===== src/rtl/led_pattern_gen.sv =====
// LED pattern generator: rotate, bounce, fill and count patterns advanced by a
// free-running tick or by manual stepping while paused.
module led_pattern_gen #(
  parameter int unsigned WIDTH = 12,
  parameter int unsigned DIV   = 20
) (
  input  logic             clk,
  input  logic             rst,
  input  logic [1:0]       mode,
  input  logic             dir,
  input  logic             pause,
  input  logic             step,
  output logic [WIDTH-1:0] pattern,
  output logic             advance
);

  localparam logic [1:0] MODE_ROTATE = 2'd0;
  localparam logic [1:0] MODE_BOUNCE = 2'd1;
  localparam logic [1:0] MODE_FILL   = 2'd2;
  localparam logic [1:0] MODE_COUNT  = 2'd3;

  localparam logic [DIV-1:0]   DIV_MAX  = '1;
  localparam logic [WIDTH-1:0] SEED_ONE = WIDTH'(1);

  typedef enum logic {
    BNC_UP = 1'b0,
    BNC_DN = 1'b1
  } bnc_dir_e;

  logic [DIV-1:0]   div_q;
  logic             step_q;
  logic [1:0]       mode_q;
  bnc_dir_e         bnc_q;

  logic             tick_c;
  logic             step_rise_c;
  logic             adv_evt_c;
  logic             mode_chg_c;
  logic             one_hot_c;
  logic [WIDTH-1:0] pat_nxt_c;
  bnc_dir_e         bnc_nxt_c;

  // Event qualification: divider tick, or a step edge only while paused
  always_comb begin
    tick_c      = !pause && (div_q == DIV_MAX);
    step_rise_c = step && !step_q;
    adv_evt_c   = tick_c || (pause && step_rise_c);
    mode_chg_c  = (mode != mode_q);
    one_hot_c   = (pattern != '0) && ((pattern & (pattern - WIDTH'(1))) == '0);
  end

  // Next pattern; a mode change loads the seed and swallows any coincident event
  always_comb begin
    pat_nxt_c = pattern;
    bnc_nxt_c = bnc_q;
    if (mode_chg_c) begin
      bnc_nxt_c = BNC_UP;
      case (mode)
        MODE_ROTATE: pat_nxt_c = SEED_ONE;
        MODE_BOUNCE: pat_nxt_c = SEED_ONE;
        MODE_FILL:   pat_nxt_c = '0;
        MODE_COUNT:  pat_nxt_c = '0;
      endcase
    end else if (adv_evt_c) begin
      case (mode)
        MODE_ROTATE: begin
          if (pattern == '0)
            pat_nxt_c = SEED_ONE;
          else if (dir)
            pat_nxt_c = {pattern[0], pattern[WIDTH-1:1]};
          else
            pat_nxt_c = {pattern[WIDTH-2:0], pattern[WIDTH-1]};
        end
        MODE_BOUNCE: begin
          if (!one_hot_c) begin
            pat_nxt_c = SEED_ONE;
            bnc_nxt_c = BNC_UP;
          end else if (bnc_q == BNC_UP) begin
            if (pattern[WIDTH-1]) begin
              pat_nxt_c = pattern >> 1;
              bnc_nxt_c = BNC_DN;
            end else begin
              pat_nxt_c = pattern << 1;
            end
          end else begin
            if (pattern[0]) begin
              pat_nxt_c = pattern << 1;
              bnc_nxt_c = BNC_UP;
            end else begin
              pat_nxt_c = pattern >> 1;
            end
          end
        end
        MODE_FILL: begin
          if (pattern == '1)
            pat_nxt_c = '0;
          else if (dir)
            pat_nxt_c = {1'b1, pattern[WIDTH-1:1]};
          else
            pat_nxt_c = {pattern[WIDTH-2:0], 1'b1};
        end
        MODE_COUNT: begin
          if (dir)
            pat_nxt_c = pattern - WIDTH'(1);
          else
            pat_nxt_c = pattern + WIDTH'(1);
        end
      endcase
    end
  end

  // State registers; divider is held at zero while paused
  always_ff @(posedge clk or posedge rst) begin
    if (rst) begin
      div_q   <= '0;
      step_q  <= 1'b0;
      mode_q  <= MODE_ROTATE;
      bnc_q   <= BNC_UP;
      pattern <= SEED_ONE;
      advance <= 1'b0;
    end else begin
      div_q   <= pause ? '0 : div_q + DIV'(1);
      step_q  <= step;
      mode_q  <= mode;
      bnc_q   <= bnc_nxt_c;
      pattern <= pat_nxt_c;
      advance <= mode_chg_c || adv_evt_c;
    end
  end

endmodule


===== config.mk =====
export PLATFORM = sky130hd
export DESIGN_NAME = led_pattern_gen
export DESIGN_NICKNAME = d
export VERILOG_FILES = /design/src/rtl/led_pattern_gen.sv
export SDC_FILE = /design/constraint.sdc
export NUM_CORES = 1
export LEC_CHECK = 0
export ABC_CLOCK_PERIOD_IN_PS = 8980
export CORE_MARGIN = 2
export CORE_UTILIZATION = 40
export CTS_CLUSTER_DIAMETER = 40
export DETAILED_ROUTE_END_ITERATION = 8
export GPL_TIMING_DRIVEN = 0
export PLACE_DENSITY_LB_ADDON = 0.2
export SYNTH_ARGS = -nofsm -noshare
export SYNTH_HDL_FRONTEND = slang
export SYNTH_SLANG_ARGS = --single-unit

===== constraint.sdc =====
create_clock -name clk -period 8.98 [get_ports clk]
set_clock_uncertainty 0.2 [all_clocks]
set_input_delay 1.796 -clock clk [delete_from_list [all_inputs] [get_ports clk]]
set_output_delay 1.796 -clock clk [all_outputs]
set_load 0.01 [all_outputs]

Yosys cells after proc, flatten, opt, wreduce, memory -nomap -nowiden
Cells that the tools add are included.
Cells by class
  $add $sub $neg: 3
  equal/unequal tests: 6
  multiplexer cells: 21
  bitwise logic cells: 1
  reductions and logical operators: 17
Operators with widths (number)
  two-way mux 12 bit: 11
  one-hot mux 12 bit (4 select lines): 1
  zero test 12 bit: 2
  one-hot mux 12 bit (2 select lines): 1
  adder 20 x 1 -> 20 bit, second input constant: 1
  == test 20 bit, second input constant: 1
  two-way mux 20 bit: 1
  adder 12 x 1 -> 12 bit, second input constant: 1
  bitwise AND 12 bit: 1
  == test 12 bit, second input constant: 1
  nonzero test 12 bit: 1
  subtractor 12 x 1 -> 12 bit, second input constant: 1
  two-way mux 1 bit: 7
  == test 2 bit, second input constant: 2
  logical AND 1 bit: 4
  nonzero test 2 bit: 2
  OR reduction 2 bit: 2
  == test 2 x 1 -> 1 bit, second input constant: 1
  zero test 1 bit: 2
  zero test 2 bit: 1
  logical OR 1 bit: 2
  != test 2 bit: 1
  AND reduction 2 bit: 1
Storage, ports and cells
  register bits after elaboration: 37
  logic and storage cells: 54

Longest topological paths before layout
Gate-level depths: netlist of the first run.
  depth after elaboration: 8
  depth in mapped cells: 11
  depth with buffers taken out: 10

Worst setup path after synthesis of the first run
No wires, ideal clock.
  kind: input to register
  start: input mode[1]
  end: register pattern[8]
  arrival time: 3.396 ns
  required time: 8.679 ns
  path slack: 5.283 ns
  cell stages on the path: 6
  path buffers: 1
  path through: clkbuf_1 > inv_1 > nand2_1 > or4b_2 > o221a_2 > o32ai_1
On the way
  word-level cells in the longest chain between the ends: 4
  elaborated cells between the ends (all ways): 9
  those cells by class: eq/ne (4); mux (3); reduce/logical (2)
RTL lines
  start: declaration: line 9  | input logic [1:0] mode,
  == test 2 bit, or another cell as far along: line 65  | case (mode)
  one-hot mux 12 bit (4 select lines): line 65
  two-way mux 12 bit: line 64  | end else if (adv_evt_c) begin
  two-way mux 12 bit: line 56  | if (mode_chg_c) begin
  end signal: assignment: line 126  | pattern <= pat_nxt_c;
  end: declaration: line 13  | output logic [WIDTH-1:0] pattern,
Several ways; a longest one is shown, not always the timed one. The select of a mux whose other input is x is not followed.
A chain may end at the register's enable or synchronous reset.

Worst setup path in the final report of the first run
  start: register pattern[0]
  end: register pattern[9]
On the way
  word-level cells in the longest chain between the ends: 8
  elaborated cells between the ends (all ways): 17
  those cells by class: add/sub (2); eq/ne (1); mux (9); bitwise (1); reduce/logical (4)
RTL lines
  subtractor 12 x 1 -> 12 bit: line 49, 104
  bitwise AND 12 bit: line 49  | one_hot_c = (pattern != '0) && ((pattern & (pattern - WIDTH'(1))) == '0);
  zero test 12 bit: line 49
  logical AND 1 bit: line 49
  two-way mux 12 bit: line 75  | if (!one_hot_c) begin
  one-hot mux 12 bit (4 select lines) *: line 65
  two-way mux 12 bit *: line 64
  two-way mux 12 bit *: line 56
Every way passes the cells marked *; elsewhere a longest branch is shown, timed or not. The select of a mux whose other input is x is not followed.

==> results of run 1 <==
[power by group]
| group | switching [mW] | leakage [nW] | internal (mW) |
|---|---|---|---|
| logic | 0.0538 | 0.769 | 0.0357 |
| clock network | 0.0654 | 0.0554 | 0.0835 |
| registers | 0.00423 | 0.499 | 0.171 |
[logic make-up (layout without fill, tap and decap cells)]
| family | Yosys count | after routing |
|---|---|---|
| mux | 19 | 19 |
| compound gates | 62 | 62 |
| buf+inv | 37 | 63 |
| simple gates | 138 | 138 |
| flops | 37 | 37 |
| xor+xnor | 26 | 26 |
| fa+ha+maj | 14 | 14 |
[final cells by class]
type,count,area (um^2),share of cell area [%]
multi-input cells,259,1770,54.2
flip-flops and latches,37,927,28.5
repair buffers,18,180,5.53
well taps,96,120,3.69
plain buffers,25,106,3.27
clock buffers,6,72.6,2.23
inverters,12,45.0,1.38
clock inverters,2,38.8,1.19
[per-layer routing]
| layer | vias to the layer above | wire (um) | track usage [%] |
|---|---|---|---|
| li1 | 1263 | - | - |
| met5 | - | 0 | 0 |
| met2 | 134 | 3230 | 31.0 |
| met1 | 1248 | 3540 | 31.4 |
| met3 | 30 | 578 | 3.82 |
| met4 | 0 | 268 | 10.6 |
[cell usage in the layout (no fill, tap or decap), drive strengths merged, types with 2 or more instances in the layout]
| cell | count |
|---|---|
| o31a | 2 |
| clkbuf | 23 |
| xnor2 | 9 |
| nor2b | 3 |
| mux2i | 10 |
| a31oi | 3 |
| nor4 | 9 |
| dfrtp | 36 |
| mux2 | 9 |
| and3 | 3 |
| o21ai | 15 |
| inv | 12 |
| or3 | 5 |
| ha | 14 |
| a311oi | 2 |
| buf | 8 |
| xor2 | 17 |
| or2 | 3 |
| o32ai | 4 |
| nor2 | 42 |
| or4 | 6 |
| nand4 | 9 |
| a2111oi | 3 |
| nor4b | 2 |
| o22a | 2 |
| or4b | 2 |
| nand2 | 30 |
| o221a | 2 |
| o31ai | 3 |
| and4 | 2 |
| a211oi | 7 |
| nand3b | 2 |
| nor3 | 4 |
| clkdlybuf4s50 | 18 |
| nand3 | 13 |
| a221oi | 2 |
| a2bb2oi | 2 |
| a21oi | 7 |
[flip-flops by register name, indices dropped and copies added (netlist names)]
name     flops
pattern     12
advance      1
div_q       20
step_q       1
mode_q       2
bnc_q        1
[critical path, cell delays in order, from the launching register on]
cell and delay [ps]:
dfstp_2 410, buf_1 270, inv_1 220, ha_1 230, nand2b_1 140, or4b_2 640, ha_1 220, nor4_1 310
nand3_1 240, nor3_1 810, a2111oi_0 250, nor4_1 350
[worst max-delay path by stage]
stage | start | to | slack (ps)
after global placement | mode[1] | pattern[5] | 4390
final | pattern[0] | pattern[9] | 4600
after CTS | pattern[0] | pattern[9] | 4650
after floorplan | mode[1] | pattern[8] | 5280
after global routing | pattern[0] | pattern[9] | 4240
after detailed placement | mode[1] | pattern[5] | 4400
==> results.md, run 1 <==
| Parameter | This run |
|---|---|
| Status | complete, no violations |
| Largest area contributor in the synthesized netlist | dfrtp_1 |
| Placed cell areas | 3140 um^2 |
| Count of nets left with antenna violations after detail routing | 0 |
| Post-synthesis share of cell area spent on xor and xnor gates | 8.01% |
| Hold Path Stages | 1 |
| Actual transition at the worst max-transition pin | 1290 ps |
| Adder and majority gate portion of the synthesized area | 6.16% |
| Worst Reg-to-Reg Cells | 11 |
| Peak ir drop on the vdd network | 0.0715 mV |
| Kind of end point of the critical path | register |
| Max-cap violations | 0 |
| Post-synthesis mux area share | 7.08% |
| H-tree levels | 2 |
| Slew Viols, Final | 0 |
| Final estimated routing congestion in global placement | 0.883 |
| Ys flop type | dfrtp_1 |
| Dominant combinational cell family by area after synthesis | simple AND/OR/NAND/NOR gates |
| Largest net degree at the start of global routing | 38 |
| Number of hold-repair buffers added at the cts stage | 0 |
| Area of the core | 6830 um^2 |
| Finish-stage setup viols | 0 |
| Launch point of the worst reg-to-reg path | pattern[0] |
| Final Instance Area | 3260 um^2 |
| Total standard cell area after synthesis | 2840 um^2 |
| Area growth, synth to finish | 14.5% |
| Ant diodes | 0 |
| Aggregate negative setup slack | 0 ps |
| Number of detailed-routing iterations run before antenna repair | 5 |
| Sequential cell area fraction in the yosys report | 32.6% |
| Number of hold violations in the final report | 0 |
| Flop-to-flop setup slack | 4600 ps |
| Placed cell count | 447 |
| Highest attainable clock frequency | 228 MHz |
| Fraction of the core area covered by cells at the end of the flow | 47.7% |
| Reg-to-Reg End | pattern[9] |
| Synth top area cells | dfrtp_1 (32%), ha_1 (6.2%), nor2_1 (5.5%), xor2_1 (5.2%), nand2_1 (4.0%) |
| Layout cells sized above 1 | 9.47% |
| Max_slew headroom | 13.0% |
| Half-perimeter wire length after placement | 5370 um |
| Fraction of post-synthesis cell area in the top cell type by area | 31.7% |
| Global-route usage over all layers | 21.7% |
| Vias in the first global route | 2,581 |
| Detailed Route WL | 7610 um |
| Cell types with the highest counts after synthesis | nor2_1 (42), dfrtp_1 (36), nand2_1 (30) |
| Final worst slack | 4600 ps |
| Post-route clock period utilization | 48.8% |
| Design Power | 0.414 mW |
| Synthesized netlist cell count | 333 |
| Most numerous cell in the Yosys netlist | nor2_1 |
| Congestion Overflow GR | 0 |
| Final-layout worst hold slack | 261 ps |
| Number of flip-flops and latches in the synthesized netlist | 37 |
| Resize count post-CTS | 0 |
| Critical Path RT | 8970 ps |
| Die boundary width | 88.3 um |
| Number of buffer cells added on primary ports | 18 |
| Unrepaired setup endpoints after global routing | false |
| Yosys Warn Count | 0 |
| Number of unique standard cell types used by synthesis | 56 |
| Average cell area after synthesis | 8.54 um^2 |
| Via-per-instance ratio | 5.88 |
| Total number of placement rows | 30 |
| Power per cell area | 127 nW/um^2 |
| Crit Path Class | register to register |
| Startpoint types | register |
| Hold Path Sink | div_q[0] |
| Cts bufs inserted | 5 |
| Path class of the lowest-slack min-delay path | register to register |
| Setup WS pre-CTS | 4400 ps |
| CP arrival | 4370 ps |
| Global-route wire length before repair | 13,000 um |
| Setup fix buffers added after clock tree synthesis | 0 |
| Overall die height | 88.3 um |
| Maximum clock insertion buffer count | 2 |
| EDFF count, synth | 0 |
| Avg WL per Cell | 16.7 um |
| Synthesized Nets | 354 |
| Clock transition at the registers of the reported paths | 80 ps |
| Insertion delay of the later-clocked pin in the worst-skew pair | 300 ps |
| CTS tree | done |
| Worst min-delay path startpoint | div_q[0] |
| Simple-Gate Fraction of Synth Area | 25.0% |
| Total number of clock tree sinks | 37 |
| Final critical delay including setup and external delays | 4380 ps |
| Violation count after the first detailed-route iteration | 267 |
| Number of design rule violations left after detail routing | 0 |
| Total via count after detailed routing | 2,675 |
| Highest net fanout along the worst path | 10 |
| Proportion of register bits with asynchronous set or reset after synthesis | 100% |
| Net count, final | 379 |
| Fill cell instance count of the final layout | 690 |
| Initial Util | 41.6% |
| Number of top-level design ports | 20 |
| Area of the die | 7800 um^2 |
| Static leakage | 1.32 nW |
| Compound-gate portion of the synthesized area | 15.8% |
| Cell Count, Final, Fillers Out | 455 |
| Initial antenna violation count | 0 |
| Clock root buffer | clkbuf_8 |
Note: power is estimated with default switching activity, not from simulation.
==> run 2: changes to the inputs <==
--- a/config.mk
+++ b/config.mk
@@ -5,7 +5,7 @@
 export SDC_FILE = /design/constraint.sdc
 export NUM_CORES = 1
 export LEC_CHECK = 0
-export ABC_CLOCK_PERIOD_IN_PS = 8980
+export ABC_CLOCK_PERIOD_IN_PS = 4570
 export CORE_MARGIN = 2
 export CORE_UTILIZATION = 40
 export CTS_CLUSTER_DIAMETER = 40
==> constraint.sdc (replaced) <==
create_clock -name clk -period 4.57 [get_ports clk]
set_clock_uncertainty 0.2 [all_clocks]
set_input_delay 0.914 -clock clk [delete_from_list [all_inputs] [get_ports clk]]
set_output_delay 0.914 -clock clk [all_outputs]
set_load 0.01 [all_outputs]
==> run 2 against run 1 <==
  * Combinational power increased by 99%
  * Register-to-register slack got worse by 4100 ps
  * Routed wire length increased by 0.39%
  * Flip-flop and latch count unchanged
  * Die area unchanged
  * Non-clock buffer count unchanged
  * Sequential share of layout area about the same
  * Largest cell class unchanged
  * Final cell count unchanged
  * Hold slack unchanged
  * Clock power increased by 97%
  * Sequential power increased by 97%
==> results.md, run 2 (synthesis gave the netlist of run 1 again) <==
| Parameter | This run |
|---|---|
| Status | complete, no violations |
| Via-per-instance ratio | 5.87 |
| Vias in the first global route | 2,581 |
| Final critical delay including setup and external delays | 4070 ps |
| Setup WS pre-CTS | 262 ps |
| Die boundary width | 88.3 um |
| Avg WL per Cell | 16.8 um |
| Met1 wire length | 3600 um |
| Number of detailed-routing iterations run before antenna repair | 5 |
| Max-cap violations | 0 |
| Post-route clock period utilization | 89.1% |
| Max_slew headroom | 13.4% |
| Most common cell after layout, fill and taps aside | nor2_1 |
| Launch point of the worst reg-to-reg path | pattern[0] |
| Initial Util | 41.6% |
| Highest net fanout along the worst path | 10 |
| Kind of end point of the critical path | register |
| Crit path largest cell delay | 640 ps |
| Area of the die | 7800 um^2 |
| Power per cell area | 250 nW/um^2 |
| Largest net degree at the start of global routing | 38 |
| Actual transition at the worst max-transition pin | 1280 ps |
| Total length of routed met2 wires | 3320 um |
| Area growth, synth to finish | 14.7% |
| Maximum clock insertion buffer count | 2 |
| Cell-by-cell trace of the critical path | buf_1, inv_1, ha_1, nand2b_1, or4b_2, ha_1, nor4_1, nand3_1, nor3_2, a2111oi_0, nor4_1 |
| Ant diodes | 0 |
| Top layer used by detailed routing | met4 |
| Startpoint types | register |
| Finish-stage setup viols | 0 |
| Area of the core | 6830 um^2 |
| Final worst slack | 499 ps |
| Crit Path Class | register to register |
| Net count, final | 379 |
| Aggregate negative setup slack | 0 ps |
| Register Area | 927 um^2 |
| Static leakage | 1.32 nW |
| Clock transition at the registers of the reported paths | 80 ps |
| Initial antenna violation count | 0 |
| Total via count after detailed routing | 2,670 |
| Violation count after the first detailed-route iteration | 214 |
| Setup fix buffers added after clock tree synthesis | 0 |
| Half-perimeter wire length after placement | 5370 um |
| Cts bufs inserted | 5 |
| Detailed Route WL | 7640 um |
| Peak ir drop on the vdd network | 0.140 mV |
| Final estimated routing congestion in global placement | 0.883 |
| Worst min-delay path startpoint | div_q[0] |
| Total number of clock tree sinks | 37 |
| Unrepaired setup endpoints after global routing | false |
| Slowest-stage cell, CP | or4b_2 |
| Hold Path Sink | div_q[0] |
| Overall die height | 88.3 um |
| Critical Path RT | 4560 ps |
| Largest register by flop count | div_q |
| Worst Reg-to-Reg Cells | 11 |
| Number of hold violations in the final report | 0 |
| Number of buffer cells added on primary ports | 18 |
| Congestion Overflow GR | 0 |
| CTS tree | done |
| Hold Path Stages | 1 |
| CP arrival | 4060 ps |
| Area occupied by multi-input gates | 1770 um^2 |
| CP delay by family, top | simple AND/OR/NAND/NOR gates |
| Commonest cells after routing, fill and taps aside | nor2_1 (42), dfrtp_1 (36), nand2_1 (30), clkbuf_1 (18), clkdlybuf4s50_1 (18) |
| Number of design rule violations left after detail routing | 0 |
| Layout cells sized above 1 | 9.75% |
| Final-layout worst hold slack | 261 ps |
| Global-route wire length before repair | 13,000 um |
| Critical path buffer and inverter count | 2 |
| Met3 wire length | 505 um |
| Number of top-level design ports | 20 |
| Slew Viols, Final | 0 |
| Highest attainable clock frequency | 246 MHz |
| Flop-to-flop setup slack | 500 ps |
| Insertion delay of the later-clocked pin in the worst-skew pair | 300 ps |
| Total number of placement rows | 30 |
| Global-route usage over all layers | 21.7% |
| Max reg flops | 20 |
| Fill cell instance count of the final layout | 689 |
| Reg-to-Reg End | pattern[9] |
| H-tree levels | 2 |
| Largest registers | div_q (20), pattern (12), mode_q (2) |
| Path class of the lowest-slack min-delay path | register to register |
| Count of nets left with antenna violations after detail routing | 0 |
| Clock root buffer | clkbuf_8 |
[run 2: changes by cell type in the layout (fill, tap and decap cells not counted)]
cell    before  now
nor3_1       4    3
nor3_2       0    1
[run 2: area by class of cell]
| class | count | share of cell area (%) |
|---|---|---|
| Clock inverter | 2 | 1.19 |
| Clock buffer | 6 | 2.23 |
| Timing Repair Buffer | 18 | 5.53 |
| Buffer | 25 | 3.26 |
| Inverter | 12 | 1.38 |
| Multi-Input combinational cell | 259 | 54.3 |
| Tap cell | 96 | 3.68 |
| Sequential cell | 37 | 28.4 |
[run 2: report_power, final]
part	internal (mW)	leakage [nW]	switching, mW
Sequential	0.336	0.499	0.00811
Combinational	0.0706	0.770	0.107
Clock	0.164	0.0554	0.129
[run 2: what timing repair did]
action / in CTS / in global routing
setup endpoints to repair: 0 / 3
resized for setup: 0 / 1
hold buffers: 0 / 0
[run 2: how the worst max path moves through the flow]
stage / to / cells after the start / startpoint
after detailed placement: pattern[9] / 11 / pattern[0]
after CTS: pattern[9] / 11 / pattern[0]
final: pattern[9] / 11 / pattern[0]
after global routing: pattern[9] / 11 / pattern[0]
after global placement: pattern[9] / 11 / pattern[0]
after floorplan: pattern[8] / 8 / pattern[3]
[run 2: worst reg2reg max path: stages, from the launching register on]
cell	delay, ps
dfstp_2	410
buf_1	270
inv_1	210
ha_1	230
nand2b_1	140
or4b_2	640
ha_1	220
nor4_1	300
nand3_1	250
nor3_2	540
a2111oi_0	230
nor4_1	340
[run 2: metrics by stage]
stage	instance area, um^2	cells	power [mW]	utilization (%)
finish	3260	455	0.816	47.7
floorplan	2840	333	0.472	-
global placement	3140	447	0.525	46.0
detailed placement	3140	447	0.525	46.0
global route	3260	455	0.861	47.7
CTS	3260	455	0.823	47.7
[run 2: per-layer routing]
metal / up-vias / track usage (%)
met5: - / 0
met4: 0 / 10.6
met3: 22 / 3.82
met2: 114 / 31.0
met1: 1265 / 31.4
li1: 1269 / -
